--- src/rtl/vector_stream_engine.sv ---
// vector_stream_engine: point FIFO feeding a Bresenham line walker that emits X/Y/Z DAC words.
// Blanked points jump the beam with intensity 0; drawn points step one pixel per emitted triple.
module vector_stream_engine #(
    parameter int WIDTH   = 12,
    parameter int Z_WIDTH = 8,
    parameter int DEPTH   = 16
) (
    input  logic                     clk,
    input  logic                     reset,
    input  logic                     in_valid,
    output logic                     in_ready,
    input  logic [WIDTH-1:0]         in_x,
    input  logic [WIDTH-1:0]         in_y,
    input  logic [Z_WIDTH-1:0]       in_z,
    input  logic                     in_blank,
    output logic                     dac_valid,
    input  logic                     dac_ready,
    output logic [1:0]               dac_chan,
    output logic [WIDTH-1:0]         dac_value,
    output logic                     busy,
    output logic [$clog2(DEPTH):0]   level
);
    localparam int AW = $clog2(DEPTH);
    localparam int EW = 2 * WIDTH + Z_WIDTH + 1;
    localparam int SW = WIDTH + 2;

    typedef enum logic [2:0] {IDLE, LOAD, STEP, BLANK_Z, EMIT_X, EMIT_Y, EMIT_Z} state_t;
    state_t state, next;

    logic [EW-1:0] mem [DEPTH];
    logic [AW-1:0] wr_ptr, rd_ptr;
    logic push, pop;
    logic [WIDTH-1:0] px, py, tx, ty, abs_x, abs_y;
    logic [Z_WIDTH-1:0] tz;
    logic tb, sx, sy, at_target, step_x, step_y;
    logic signed [SW-1:0] dx, dy, err, ld_dx, ld_dy;
    logic signed [SW:0] e2;

    assign in_ready  = level != (AW + 1)'(DEPTH);
    assign push      = in_valid && in_ready;
    assign pop       = state == IDLE && level != '0;
    assign busy      = level != '0 || state != IDLE;
    assign at_target = px == tx && py == ty;
    assign abs_x     = tx > px ? tx - px : px - tx;
    assign abs_y     = ty > py ? ty - py : py - ty;
    assign ld_dx     = SW'(abs_x);
    assign ld_dy     = -SW'(abs_y);
    // e2 is one bit wider than err so doubling never overflows the comparison
    assign e2        = (SW + 1)'(err) <<< 1;
    assign step_x    = e2 >= (SW + 1)'(dy);
    assign step_y    = e2 <= (SW + 1)'(dx);

    always_ff @(posedge clk)
        if (push) mem[wr_ptr] <= {in_x, in_y, in_z, in_blank};

    always_ff @(posedge clk) begin
        if (reset) begin
            wr_ptr <= '0;
            rd_ptr <= '0;
            level  <= '0;
        end else begin
            if (push) wr_ptr <= wr_ptr + 1'b1;
            if (pop) rd_ptr <= rd_ptr + 1'b1;
            level <= level + (AW + 1)'(push) - (AW + 1)'(pop);
        end
    end

    always_ff @(posedge clk)
        state <= reset ? IDLE : next;

    always_ff @(posedge clk) begin
        if (reset) begin
            px <= '0;
            py <= '0;
        end else if (state == IDLE && pop) begin
            {tx, ty, tz, tb} <= mem[rd_ptr];
        end else if (state == LOAD && tb) begin
            px <= tx;
            py <= ty;
        end else if (state == LOAD) begin
            dx  <= ld_dx;
            dy  <= ld_dy;
            err <= ld_dx + ld_dy;
            sx  <= tx > px;
            sy  <= ty > py;
        end else if (state == STEP && !at_target) begin
            err <= err + (step_x ? dy : '0) + (step_y ? dx : '0);
            if (step_x) px <= sx ? px + 1'b1 : px - 1'b1;
            if (step_y) py <= sy ? py + 1'b1 : py - 1'b1;
        end
    end

    always_comb begin
        next      = state;
        dac_valid = 1'b0;
        dac_chan  = 2'd0;
        dac_value = '0;
        case (state)
            IDLE:    next = pop ? LOAD : IDLE;
            LOAD:    next = tb ? BLANK_Z : STEP;
            STEP:    next = EMIT_X;
            BLANK_Z: begin
                dac_valid = 1'b1;
                dac_chan  = 2'd2;
                next      = dac_ready ? EMIT_X : BLANK_Z;
            end
            EMIT_X:  begin
                dac_valid = 1'b1;
                dac_value = px;
                next      = dac_ready ? EMIT_Y : EMIT_X;
            end
            EMIT_Y:  begin
                dac_valid = 1'b1;
                dac_chan  = 2'd1;
                dac_value = py;
                next      = !dac_ready ? EMIT_Y : tb ? IDLE : EMIT_Z;
            end
            EMIT_Z:  begin
                dac_valid = 1'b1;
                dac_chan  = 2'd2;
                dac_value = WIDTH'(tz);
                next      = !dac_ready ? EMIT_Z : at_target ? IDLE : STEP;
            end
            default: next = IDLE;
        endcase
    end
endmodule

--- config.mk ---
export PLATFORM = sky130hd
export DESIGN_NAME = vector_stream_engine
export DESIGN_NICKNAME = d
export VERILOG_FILES = /design/src/rtl/vector_stream_engine.sv
export SDC_FILE = /design/constraint.sdc
export NUM_CORES = 1
export LEC_CHECK = 0
export BUFFER_PORTS_ARGS = -buffer_cell sky130_fd_sc_hd__buf_4
export CAP_MARGIN = 20
export CORE_UTILIZATION = 45
export DETAILED_ROUTE_END_ITERATION = 6
export PLACE_DENSITY = 0.6
export SYNTH_ARGS = -nofsm -noshare
export SYNTH_HDL_FRONTEND = slang
export SYNTH_SLANG_ARGS = --single-unit
--- constraint.sdc ---
create_clock -name clk -period 6.3 [get_ports clk]
set_clock_uncertainty 0.2 [all_clocks]
set_input_delay 0.315 -clock clk [delete_from_list [all_inputs] [get_ports clk]]
set_output_delay 0.315 -clock clk [all_outputs]
set_load 0.01 [all_outputs]
; ---- After elaboration in Yosys (flattened, before gate mapping)
; Memory sizes are Yosys's and may differ from the RTL's. A register that Yosys moved wholly into a read port is not among the register bits.
; Index checks and enable logic that the tools add are counted.
[word_totals]
mem_bits_rw = 528
output_inout_bits = 22
reg_bits = 82
n_memories = 1
elab_cells = 97
input_bits = 37
[mem_list]
columns = memory, depth, width, read_ports, rd_clocked_by_memory_dff, wr, line
row1 = mem, 16, 33, 1, 1, 1, 30  ; logic [EW-1:0] mem [DEPTH];
[op_classes]
eq_ne = 10
order_cmp = 4
n_mux = 30
n_bitwise = 3
n_reduce_logical = 22
addsub = 16
[op_table]
columns = cell, n
row1 = $mux 12, 13
row2 = $sub 12x12->12, 4
row3 = $mux 14, 3
row4 = $pmux 12 s3, 1
row5 = $add 12x1->12 const B, 2
row6 = $eq 12x12->1, 2
row7 = $gt 12x12->1, 2
row8 = $sub 12x1->12 const B, 2
row9 = $pmux 3 s7, 1
row10 = $reduce_and 4->1, 4
row11 = $ge 15x14->1, 1
row12 = $le 15x13->1, 1
row13 = $add 13x14->14, 1
row14 = $add 14x12->14, 1
row15 = $add 14x14->14, 1
row16 = $neg 12->14, 1
row17 = $mux 3, 4
row18 = $eq 3x3->1 const B, 3
row19 = $add 4x1->4 const B, 2
row20 = $reduce_bool 2->1, 4
row21 = $eq 3x2->1 const B, 2
row22 = $logic_and 1x1->1, 6
row23 = $mux 1, 6
row24 = $add 5x1->5, 1
row25 = 15 further kinds, 17

; ---- Depth between registers and ports, before layout
[logic_depth]
ltp_word = 7
mapped_depth = 23
depth_no_buf = 22

; ---- Worst setup path after synthesis
; OpenSTA, ideal clock, no wires.
[synth_path]
path_kind = register to register
from = register err[7]
to = register err[13], data pin
path_stages_with_launch = 21
t_arrival_ns = 4.780
slack_ns = 1.184
t_required_ns = 5.964
period_less_slack_ns = 5.116
setup_ns = 0.136
path_buffers = 1
path_cell_list = edfxtp_1 -> ha_1 -> a21o_1 -> a21o_1 -> a21o_1 -> a221o_1 -> or2_1 -> o21a_1 -> clkbuf_1 -> nor2_1 -> fa_1 -> fa_1 -> a21o_1 -> a21oi_1 -> o21bai_1 -> a31o_2 -> a41oi_1 -> a211o_1 -> nor3_1 -> or3b_2 -> nand3_1
[synth_via]
elab_chain_cells = 6
word_cells_on_any_way = 8
cone_classes = add/sub (2) / order compare (2) / mux (4)
[synth_rtl]
columns = item, line
row1 = from (decl), 36  ; logic signed [SW-1:0] dx, dy, err, ld_dx, ld_dy;
row2 = from (signal assigned), 83  ; err <= ld_dx + ld_dy;
row3 = from (signal assigned), 87  ; err <= err + (step_x ? dy : '0) + (step_y ? dx : '0);
row4 = $ge 15x14->1, 50  ; assign step_x = e2 >= (SW + 1)'(dy);
row5 = $mux 14, 87
row6 = $add 14x14->14, 87
row7 = $add 14x12->14 (*), 87
row8 = $mux 14 (*), 86  ; end else if (state == STEP && !at_target) begin
row9 = $mux 14 (*), 80  ; end else if (state == LOAD) begin
; Mark *: on every way between the ends. The rest lies on a longest branch, timed or not. The select of a mux whose other input is x is not followed.
; A chain may end at the register's enable or synchronous reset.

; ---- Worst setup path in the final report
; Same ends and word-level chain as after synthesis.

==> flow_metrics.py <==
metrics = {
    "worst_setup_path": {
        "ff2ff_setup_slack_ns": 0.55,
        "startpoint_type": "flip-flop",
        "required_ns": 6.57,
        "crit_type": "flip-flop to flip-flop",
        "critPathMaxFanout": 13,
        "worstPathArrival_ns": 6.02,
        "endpoint_kind": "flip-flop",
    },
    "synth": {
        "synth_seq_cells": 643,
        "yosysMostFrequentCell": "edfxtp_1",
        "ys_seq_area_share_pct": 62.78,
        "synthTopCellsByArea": "edfxtp_1 (60%), mux4_2 (12%), ha_1 (5.3%)",
        "synthFlopType": "edfxtp_1",
        "synthMuxAreaShare_pct": 13.20,
        "yosysUniqueCellTypes": 87,
        "synthSimpleGateAreaFrac_pct": 5.957,
        "synth_top_family_by_area": "multiplexers",
        "synthCells": 1926,
        "synthesis.nets": 2112,
        "netlist_area_um2": 30120,
        "synth_edf_count": 603,
        "yosysTopAreaCell": "edfxtp_1",
        "synth_compound_gate_area_share_pct": 6.800,
        "syn_avg_cell_area_um2": 15.64,
        "synth-xor-area-share_pct": 2.006,
        "synth-async-reset-ratio_pct": 0,
        "netlist_top_cells_count": "edfxtp_1 (603), mux4_2 (165), ha_1 (128)",
        "netlist.area_leader.share_pct": 60.12,
        "synthAdderAreaFrac_pct": 6.713,
        "yosysWarningCount": 0,
    },
    "global_route": {
        "grt_usage_pct": 21.77,
        "overflow": 0,
        "antenna_found_initial": 3,
        "grt_pass1_wl_um": 109200,
        "grt_max_degree": 113,
        "grt_pass1_vias": 17570,
    },
    "sta": {
        "setup_tns_ns": 0,
        "period_share_pct": 91.26,
        "setup_violations": 0,
        "fmax_ghz": 0.1739,
        "worstMarginPinSlew_ns": 1.010,
        "setup_ws_ns": 0.5507,
        "rsz0062_at_grt": "false",
        "period_needed_ns": 5.749,
        "final_max_slew_viol_count": 0,
        "slew_headroom_pct": 32.43,
        "finalHoldViolations": 0,
    },
    "outcome": {
        "status": "finished, violations left",
        "failed_checks": "DRC",
    },
    "clocking": {
        "root_buffer": "clkbuf_16",
        "numCtsBuffers": 68,
        "clk_latency_ns": 0.60,
        "h-tree-depth": 3,
        "clkTransAtPathRegs_ns": 0.06,
        "ctsHoldBuffers": 35,
        "clockBufferDepth": 3,
        "postCtsSetupRepairBufs": 0,
        "cts_resized": 0,
        "numClockSinks": 643,
        "cts_tree": "yes",
    },
    "placed_design": {
        "pre_cts_ws_ns": 0.5073,
        "io_buffers": 58,
        "place_hpwl_um": 44070,
        "gp_congestion": 0.9302,
    },
    "die": {
        "dieArea_um2": 67970,
        "fp.dieH_um": 260.7,
        "boundaryPins": 59,
        "rows": 94,
        "core_um2": 65980,
        "fp.dieW_um": 260.7,
        "initial_core_util_pct": 45.65,
    },
    "routing": {
        "wire_per_inst_um": 24.38,
        "avgViaCountPerCell": 5.789,
        "drt_iter0_drc": 1358,
        "drtPass1Iterations": 7,
        "via_count": 17180,
        "postRouteAntennaNets": 0,
        "drcViolationCount": 5,
        "routed_wl_um": 72320,
    },
    "cells_and_area": {
        "synthToLayoutAreaGrowth_pct": 14.02,
        "nets": 2238,
        "drive_gt1_share_pct": 20.27,
        "postLayoutCoreUtil_pct": 52.05,
    },
    "min_path": {
        "hp-class": "primary input to flip-flop",
    },
    "pwr": {
        "peakVddDrop_uv": 456.1,
        "leakagePower_nw": 11.85,
        "fin_total_pwr_mw": 17.91,
        "power_density_nw_per_um2": 521.5,
    },
    "flow_run": {
        "max-cap-violations": 0,
    },
}
[layer usage]
layer  part of all wire (%)  vias to the layer above  GRT usage, %
met5                  0.014                        -             0
met4                    2.4                        2         6.936
met3                    4.7                      113         2.991
met2                     50                      452         36.41
met1                     43                     8846         29.47
li1                       -                     7763             -
[layout by cell type, fill, tap and decap left out, types with 12 or more instances in the layout]
| cell | instances |
|---|---|
| xnor2_1 | 44 |
| clkinv_2 | 16 |
| dlygate4sd3_1 | 35 |
| a21o_1 | 25 |
| buf_4 | 99 |
| dfxtp_1 | 36 |
| edfxtp_1 | 603 |
| xor2_1 | 25 |
| a211oi_1 | 30 |
| nor3_1 | 25 |
| and3_1 | 13 |
| nand2b_1 | 13 |
| clkbuf_16 | 70 |
| nor2b_1 | 17 |
| a21oi_1 | 97 |
| o21a_1 | 16 |
| mux2i_1 | 20 |
| nand3_1 | 27 |
| nand2_1 | 81 |
| mux4_2 | 165 |
| nor2_4 | 13 |
| nor2_1 | 113 |
| and2_1 | 12 |
| o21ai_0 | 47 |
| fa_1 | 21 |
| inv_1 | 110 |
| ha_1 | 128 |
[final cells by class]
cell class / instances / area (um^2)
diodes: 1 / 2.502
well taps: 864 / 1081
clock inverters: 41 / 417.9
fillers: 5402 / 31640
repair buffers: 137 / 1139
flip-flops and latches: 643 / 18920
multi-input cells: 1089 / 10560
clock buffers: 79 / 1795
inverters: 113 / 424.2
[sequential cells by signal (all words and copies together), names as in the netlist]
signal  flops
ty         12
dy         14
state       3
tx         12
sx          1
tz          8
wr_ptr      4
sy          1
py         12
err        14
tb          1
rd_ptr      4
level       5
mem       528
dx         12
px         12
[final timing paths]
kind / startpoint / endpoint / cells after the start
setup / recovery: err[7] / err[13] / 20
hold / removal: in_valid / wr_ptr[0] / 4
setup reg to reg: err[7] / err[13] / 20
hold reg to reg: px[2] / px[2] / 2
[cell families (layout without fill, tap and decap cells)]
family                   after synthesis  count (layout)
XOR/XNOR                              69              69
AO/OA/AOI/OAI                        312             312
other                                  0               1
AND/OR/NAND/NOR                      369             369
buffers and inverters                194             370
adder cells (fa/ha/maj)              149             149
multiplexers                         190             190
flip-flops                           643             643
[worst max-delay path, cell delays in order (launching register included)]
cell      delay (ns)
edfxtp_1        0.45
ha_1            0.33
a21o_1          0.16
a21o_1          0.17
a21o_1          0.19
a221o_1         0.31
or2_1           0.23
o21a_1          0.39
nor2_1          0.22
fa_1            0.44
ha_1            0.23
fa_1            0.41
a21o_1          0.18
a21oi_1         0.23
o21bai_1        0.12
a31o_2          0.27
a41oi_1         0.28
a211o_1         0.18
nor3_1          0.05
or3b_2          0.48
nand3_1         0.10
[stage by stage]
stage / instances / hold slack (ns) / cell area [um^2]
finish: 2967 / 0.1334 / 34340
global route: 2967 / 0.1697 / 34340
CTS: 2966 / 0.1160 / 34340
detailed placement: 2811 / 0.3106 / 31780
global placement: 2810 / 0.3037 / 31770
floorplan: 1926 / 0.2139 / 30120
[power by group]
part | total (mW) | switching [mW] | internal, mW
clock network | 3.97 | 1.64 | 2.34
registers | 5.59 | 0.337 | 5.26
logic | 8.34 | 4.84 | 3.50
total | 17.9 | 6.81 | 11.1
No activity file was read; power rests on OpenSTA's default activity.
